<file path="src/rtl/router_pkg.sv">
// Shared types and default sizing for the router output-port arbiter.
package router_pkg;

  typedef enum logic {
    IDLE = 1'b0,
    XFER = 1'b1
  } state_e;

  localparam int NUM_REQ   = 8;
  localparam int DATA_W    = 32;
  localparam int PKT_WORDS = 4;
  localparam int TIMEOUT   = 32;

endpackage

</file>
<file path="src/rtl/router_out_arbiter_rr_pick.sv">
// Round-robin priority pick: first set req bit at or after rr_ptr, searching cyclically.
module rr_pick #(
  parameter int NUM_REQ = router_pkg::NUM_REQ
) (
  input  logic [NUM_REQ-1:0] req,
  input  logic [2:0]         rr_ptr,
  output logic               any,
  output logic [2:0]         idx
);

  always_comb begin : pick
    int j;
    any = |req;
    idx = '0;
    // Walk from the lowest priority offset down so the closest match to rr_ptr wins.
    for (int k = NUM_REQ - 1; k >= 0; k--) begin
      j = int'(rr_ptr) + k;
      if (j >= NUM_REQ) j = j - NUM_REQ;
      if (req[j]) idx = 3'(j);
    end
  end

endmodule

</file>
<file path="src/rtl/router_out_arbiter.sv">
// Output-port arbiter: round-robin packet grant, one-cycle registered forwarding.
// Optional stall watchdog enabled by defining ROUTER_ARB_WATCHDOG_EN.
module router_out_arbiter #(
  parameter int NUM_REQ   = router_pkg::NUM_REQ,
  parameter int DATA_W    = router_pkg::DATA_W,
  parameter int PKT_WORDS = router_pkg::PKT_WORDS,
  parameter int TIMEOUT   = router_pkg::TIMEOUT
) (
  input  logic                      clock,
  input  logic                      reset,
  input  logic [NUM_REQ-1:0]        req,
  input  logic [NUM_REQ*DATA_W-1:0] fifo_data,
  output logic [NUM_REQ-1:0]        read_en,
  input  logic                      out_ready,
  output logic [DATA_W-1:0]         out_data,
  output logic                      out_valid,
  output logic [2:0]                grant_id,
  output logic                      busy,
  output logic                      abort
);
  import router_pkg::*;

  localparam int CNT_W = (PKT_WORDS > 1) ? $clog2(PKT_WORDS) : 1;

  state_e             state_q;
  logic [2:0]         rr_ptr_q;
  logic [2:0]         grant_q;
  logic [CNT_W-1:0]   word_cnt_q;
  logic [DATA_W-1:0]  out_data_q;
  logic               out_valid_q;

  logic               pick_any;
  logic [2:0]         pick_idx;
  logic [2:0]         rr_ptr_d;
  logic [DATA_W-1:0]  sel_data;
  logic               rd;
  logic               last_word;

  rr_pick #(.NUM_REQ(NUM_REQ)) u_pick (
    .req    (req),
    .rr_ptr (rr_ptr_q),
    .any    (pick_any),
    .idx    (pick_idx)
  );

  // Reads are gated by reset so a mid-packet reset stops the FIFO strobe immediately.
  assign rd        = (state_q == XFER) && req[grant_q] && out_ready && !reset;
  assign last_word = (word_cnt_q == CNT_W'(PKT_WORDS - 1));
  assign rr_ptr_d  = (grant_q == 3'(NUM_REQ - 1)) ? 3'd0 : grant_q + 3'd1;
  assign sel_data  = fifo_data[int'(grant_q)*DATA_W +: DATA_W];

  always_comb begin
    read_en          = '0;
    read_en[grant_q] = rd;
  end

`ifdef ROUTER_ARB_WATCHDOG_EN
  localparam int STALL_W = $clog2(TIMEOUT + 1);
  logic [STALL_W-1:0] stall_cnt_q;
  logic               abort_q;
  assign abort = abort_q;
`else
  assign abort = 1'b0;
`endif

  always_ff @(posedge clock or posedge reset) begin
    if (reset) begin
      state_q     <= IDLE;
      rr_ptr_q    <= '0;
      grant_q     <= '0;
      word_cnt_q  <= '0;
      out_data_q  <= '0;
      out_valid_q <= 1'b0;
`ifdef ROUTER_ARB_WATCHDOG_EN
      stall_cnt_q <= '0;
      abort_q     <= 1'b0;
`endif
    end else begin
      out_valid_q <= rd;
      if (rd) out_data_q <= sel_data;
`ifdef ROUTER_ARB_WATCHDOG_EN
      abort_q <= 1'b0;
`endif
      case (state_q)
        IDLE: begin
          if (pick_any) begin
            grant_q    <= pick_idx;
            word_cnt_q <= '0;
            state_q    <= XFER;
`ifdef ROUTER_ARB_WATCHDOG_EN
            stall_cnt_q <= '0;
`endif
          end
        end
        XFER: begin
          if (rd) begin
            word_cnt_q <= word_cnt_q + 1'b1;
            if (last_word) begin
              state_q  <= IDLE;
              rr_ptr_q <= rr_ptr_d;
            end
`ifdef ROUTER_ARB_WATCHDOG_EN
            stall_cnt_q <= '0;
          end else if (!req[grant_q]) begin
            // Owner went empty: give up after TIMEOUT stall cycles as if the packet had ended.
            if (stall_cnt_q == STALL_W'(TIMEOUT - 1)) begin
              state_q     <= IDLE;
              rr_ptr_q    <= rr_ptr_d;
              stall_cnt_q <= '0;
              abort_q     <= 1'b1;
            end else begin
              stall_cnt_q <= stall_cnt_q + 1'b1;
            end
`endif
          end
        end
        default: state_q <= IDLE;
      endcase
    end
  end

  assign out_data  = out_data_q;
  assign out_valid = out_valid_q;
  assign grant_id  = grant_q;
  assign busy      = (state_q == XFER);

endmodule

</file>
<file path="config.mk">
export PLATFORM = sky130hd
export DESIGN_NAME = router_out_arbiter
export DESIGN_NICKNAME = d
export VERILOG_FILES = /design/src/rtl/router_pkg.sv /design/src/rtl/router_out_arbiter_rr_pick.sv /design/src/rtl/router_out_arbiter.sv
export SDC_FILE = /design/constraint.sdc
export NUM_CORES = 1
export LEC_CHECK = 0
export BUFFER_PORTS_ARGS = -buffer_cell sky130_fd_sc_hd__buf_2
export CAP_MARGIN = 20
export CELL_PAD_IN_SITES_DETAIL_PLACEMENT = 1
export CELL_PAD_IN_SITES_GLOBAL_PLACEMENT = 1
export CORE_MARGIN = 8
export CORE_UTILIZATION = 30
export CTS_CLUSTER_DIAMETER = 200
export DETAILED_ROUTE_END_ITERATION = 10
export GPL_ROUTABILITY_DRIVEN = 0
export PLACE_DENSITY = 0.85
export SLEW_MARGIN = 10
export SYNTH_ARGS = -nofsm -noshare
export SYNTH_HDL_FRONTEND = slang
export SYNTH_SLANG_ARGS = --single-unit
</file>
<file path="constraint.sdc">
create_clock -name clock -period 8.3 [get_ports clock]
set_input_delay 0 -clock clock [delete_from_list [all_inputs] [get_ports clock]]
set_output_delay 0 -clock clock [all_outputs]
set_load 0.01 [all_outputs]
</file>
==> metrics.md <==
| Metric | Value |
|---|---|
| Status | finished clean |
| RSZ-0062 raised after global routing | false |
| Final setup fails | 0 |
| Slew headroom | 0.425 |
| Post-synth cell types | 50 |
| DP Wirelength | 16.8 mm |
| CTS Root Cell | clkbuf_16 |
| Post-synthesis sequential area ratio | 0.256 |
| 1st-iter DRT viols | between 300 and 400 |
| Crit path DAT | roughly 3400 ps |
| Post-synth top area share | 0.256 |
| Num ports | roughly 310 |
| Fin Setup TNS | 0 ps |
| Cell Int Power | 1.04 mW |
| Final Non-Filler Cells | between 800 and 900 |
| Via count | roughly 5.2k |
| Dpl ws | roughly 5000 ps |
| Final-report hold violation count | 0 |
| Mapped Nets | 694 |
| CTS Hold Buffers Added | 1 |
| Top-count cell post-synth | a22oi_1 |
| Worst-path clk slew | approximately 60 ps |
| Post-CTS sizing | 0 |
| Layout area overhead | 44.6% |
| Total CTS buffers | 5 |
| Post-DRT Antenna Nets | 0 |
| Placed Cells incl. Taps | 874 |
| NetSw | ~930 uW |
| CTS tree | yes |
| VDD IR max | 0.000146 V |
| Largest net degree at the start of global routing | 44 |
| H-tree Lvls | 2 |
| Setup Skew | ~3.9 ps |
| Die Y | ~130 um |
| Row cnt | 42 |
| Vias per std cell | between 5 and 6 |
| Proportion of layout cells with a drive suffix above 1 | 0.541 |
| Crit Path Max Fanout | 23 |
| Pwr Density | 333 mW/mm2 |
| Post-CTS Setup Repair Bufs | 0 |
| Switching part of the total | 0.473 |
| Final Cycle Share | 0.387 |
| Worst slew pin tran | around 860 ps |
| Starting Density | 0.308 |
| Primary FF master, synth | dfrtp_1 |
| Routed length per placed instance | 24.8 um |
| Core area | 0.0133 mm2 |
| Mapped Area | 0.00410 mm2 |
| Post-layout min period | 3220 ps |
| Area leader, netlist | dfrtp_1 |
| Syn Inst Count | 422 |
| Clk pwr share | 0.100 |
| First-pass detailed-route iteration total | 5 |
| Pleak | slightly below 3 nW |
| Total Wirelength | ~22 mm |
| Sequential fraction of design power | 0.212 |
| Async S/R FF share, synth | 1.00 |
| Max-cap violations | 0 |
| Setup crit end kind | flip-flop |
| Synth Area per Inst | around 10 um2 |
| Seq cells post-synth | 42 |
| CP Launch Type | flip-flop |
| Critical Path RT | 8480 ps |
| Num Clock Sinks | between 40 and 50 |
| Worst setup margin | ~5100 ps |
| Die W | about 130 um |
| HP Class | in2reg |
| Clock tree buffer depth | 2 |
| Die area | between 0.015 and 0.02 mm2 |
| PortBufs | about 310 |
| Yosys Warn Count | 0 |
| First-pass GRT wire length | between 30 and 40 mm |
| FMAX | 311 MHz |
| Total Routing Usage GR | 0.235 |
| Comb power frac | 0.688 |
| Worst-skew pair later-pin latency | 280 ps |
| DRC violations left | 0 |
| Synth top cells by count | 101 x a22oi_1, 42 x dfrtp_1, 27 x mux2_4 |
| Area contributors post-synth | dfrtp_1 26%, a22oi_1 19%, mux2_4 9.9% |
| Initial antenna violation count | 0 |
| Crit Path Class | reg2reg |
| Post-synth EDFFs | 0 |
| Pins Over Slew Limit | 0 |
| Post-layout net count | between 900 and 1k |
| Ant. Diodes | 0 |
| Vias in the first global route | ~5.9k |
| Total congestion overflow | 0 |
==> worst max-delay path, cell delays in order (launching register included) <==
cell and delay (ps):
dfrtp_1 910, inv_1 190, ha_1 640, mux4_2 440, mux2_2 330, o21ai_0 240
a31oi_1 120, a311oi_1 240
==> registers in the layout (all words and copies together) (netlist names) <==
name,cells
busy,1
out_valid,1
out_data,32
grant_id,3
word_cnt_q,2
rr_ptr_q,3
==> kinds of logic after synthesis <==
family	after synthesis	synth area share
buffers and inverters	51	0.0623
AND/OR/NAND/NOR	88	0.127
AO/OA/AOI/OAI	169	0.316
flip-flops	42	0.256
XOR/XNOR	3	0.00641
adder cells (fa/ha/maj)	5	0.0153
multiplexers	63	0.215
other	1	0.000915
==> power groups by stage <==
| stage | clock network (mW) | registers [mW] | logic, mW |
|---|---|---|---|
| floorplan | 0 | 0.399 | 0.916 |
| global placement | 0 | 0.408 | 1.30 |
| detailed placement | 0 | 0.419 | 1.35 |
| CTS | 0.205 | 0.418 | 1.35 |
| global route | 0.213 | 0.436 | 1.46 |
| finish | 0.197 | 0.419 | 1.36 |
==> worst paths after layout <==
path                       depth (start not counted)  slack, ps            from           end
hold reg to reg                                    1        490    out_data[13]  out_data[13]
setup / recovery                                   7       5080     rr_ptr_q[0]   grant_id[0]
max in group asynchronous                          4       7500           reset   out_data[3]
hold / removal                                     4         70  fifo_data[223]  out_data[31]
setup reg to reg                                   7       5080     rr_ptr_q[0]   grant_id[0]
min in group asynchronous                          4        410           reset  out_data[26]
==> cells in the final DEF, fill, tap and decap left out, types with 5 or more instances in the layout <==
cell       netlist  layout
mux4_2           5       5
clkbuf_16        0       5
nand2_1          8       8
a22oi_1        101     101
a22o_1          16      16
dfrtp_1         42      42
mux2_2          11      11
nand3_1         23      23
nand4_1         17      17
buf_4            4      10
ha_1             5       5
nor2_1           6       6
mux2_1           6       6
a221oi_1        16      16
mux2i_1         12      12
nand2b_1         5       5
buf_2            9     311
a21oi_1         11      11
mux2_4          27      27
and3_1          11      11
==> metrics by stage <==
step	area, um2	utilization	total power [mW]	hold slack, ps
floorplan	4100	-	1.31	249
global placement	5740	0.432	1.71	167
detailed placement	5740	0.432	1.77	183
CTS	5900	0.444	1.98	67.4
global route	5920	0.446	2.10	93.3
finish	5920	0.446	1.98	71.9
==> final cells by class <==
| class | instances | area [um2] |
|---|---|---|
| clock inverters | 2 | 12.5 |
| clock buffers | 6 | 139 |
| repair buffers | 323 | 1660 |
| inverters | 6 | 22.5 |
| fillers | 1644 | 7370 |
| multi-input cells | 329 | 2820 |
| flip-flops and latches | 42 | 1050 |
| well taps | 176 | 220 |
==> metal layers <==
metal,vias up,share of wire,GRT usage
li1,2306,-,-
met2,346,0.50,0.412
met4,0,0.040,0.108
met5,-,0,0
met1,2500,0.37,0.250
met3,63,0.094,0.0787
(Power assumes the default switching activity.)
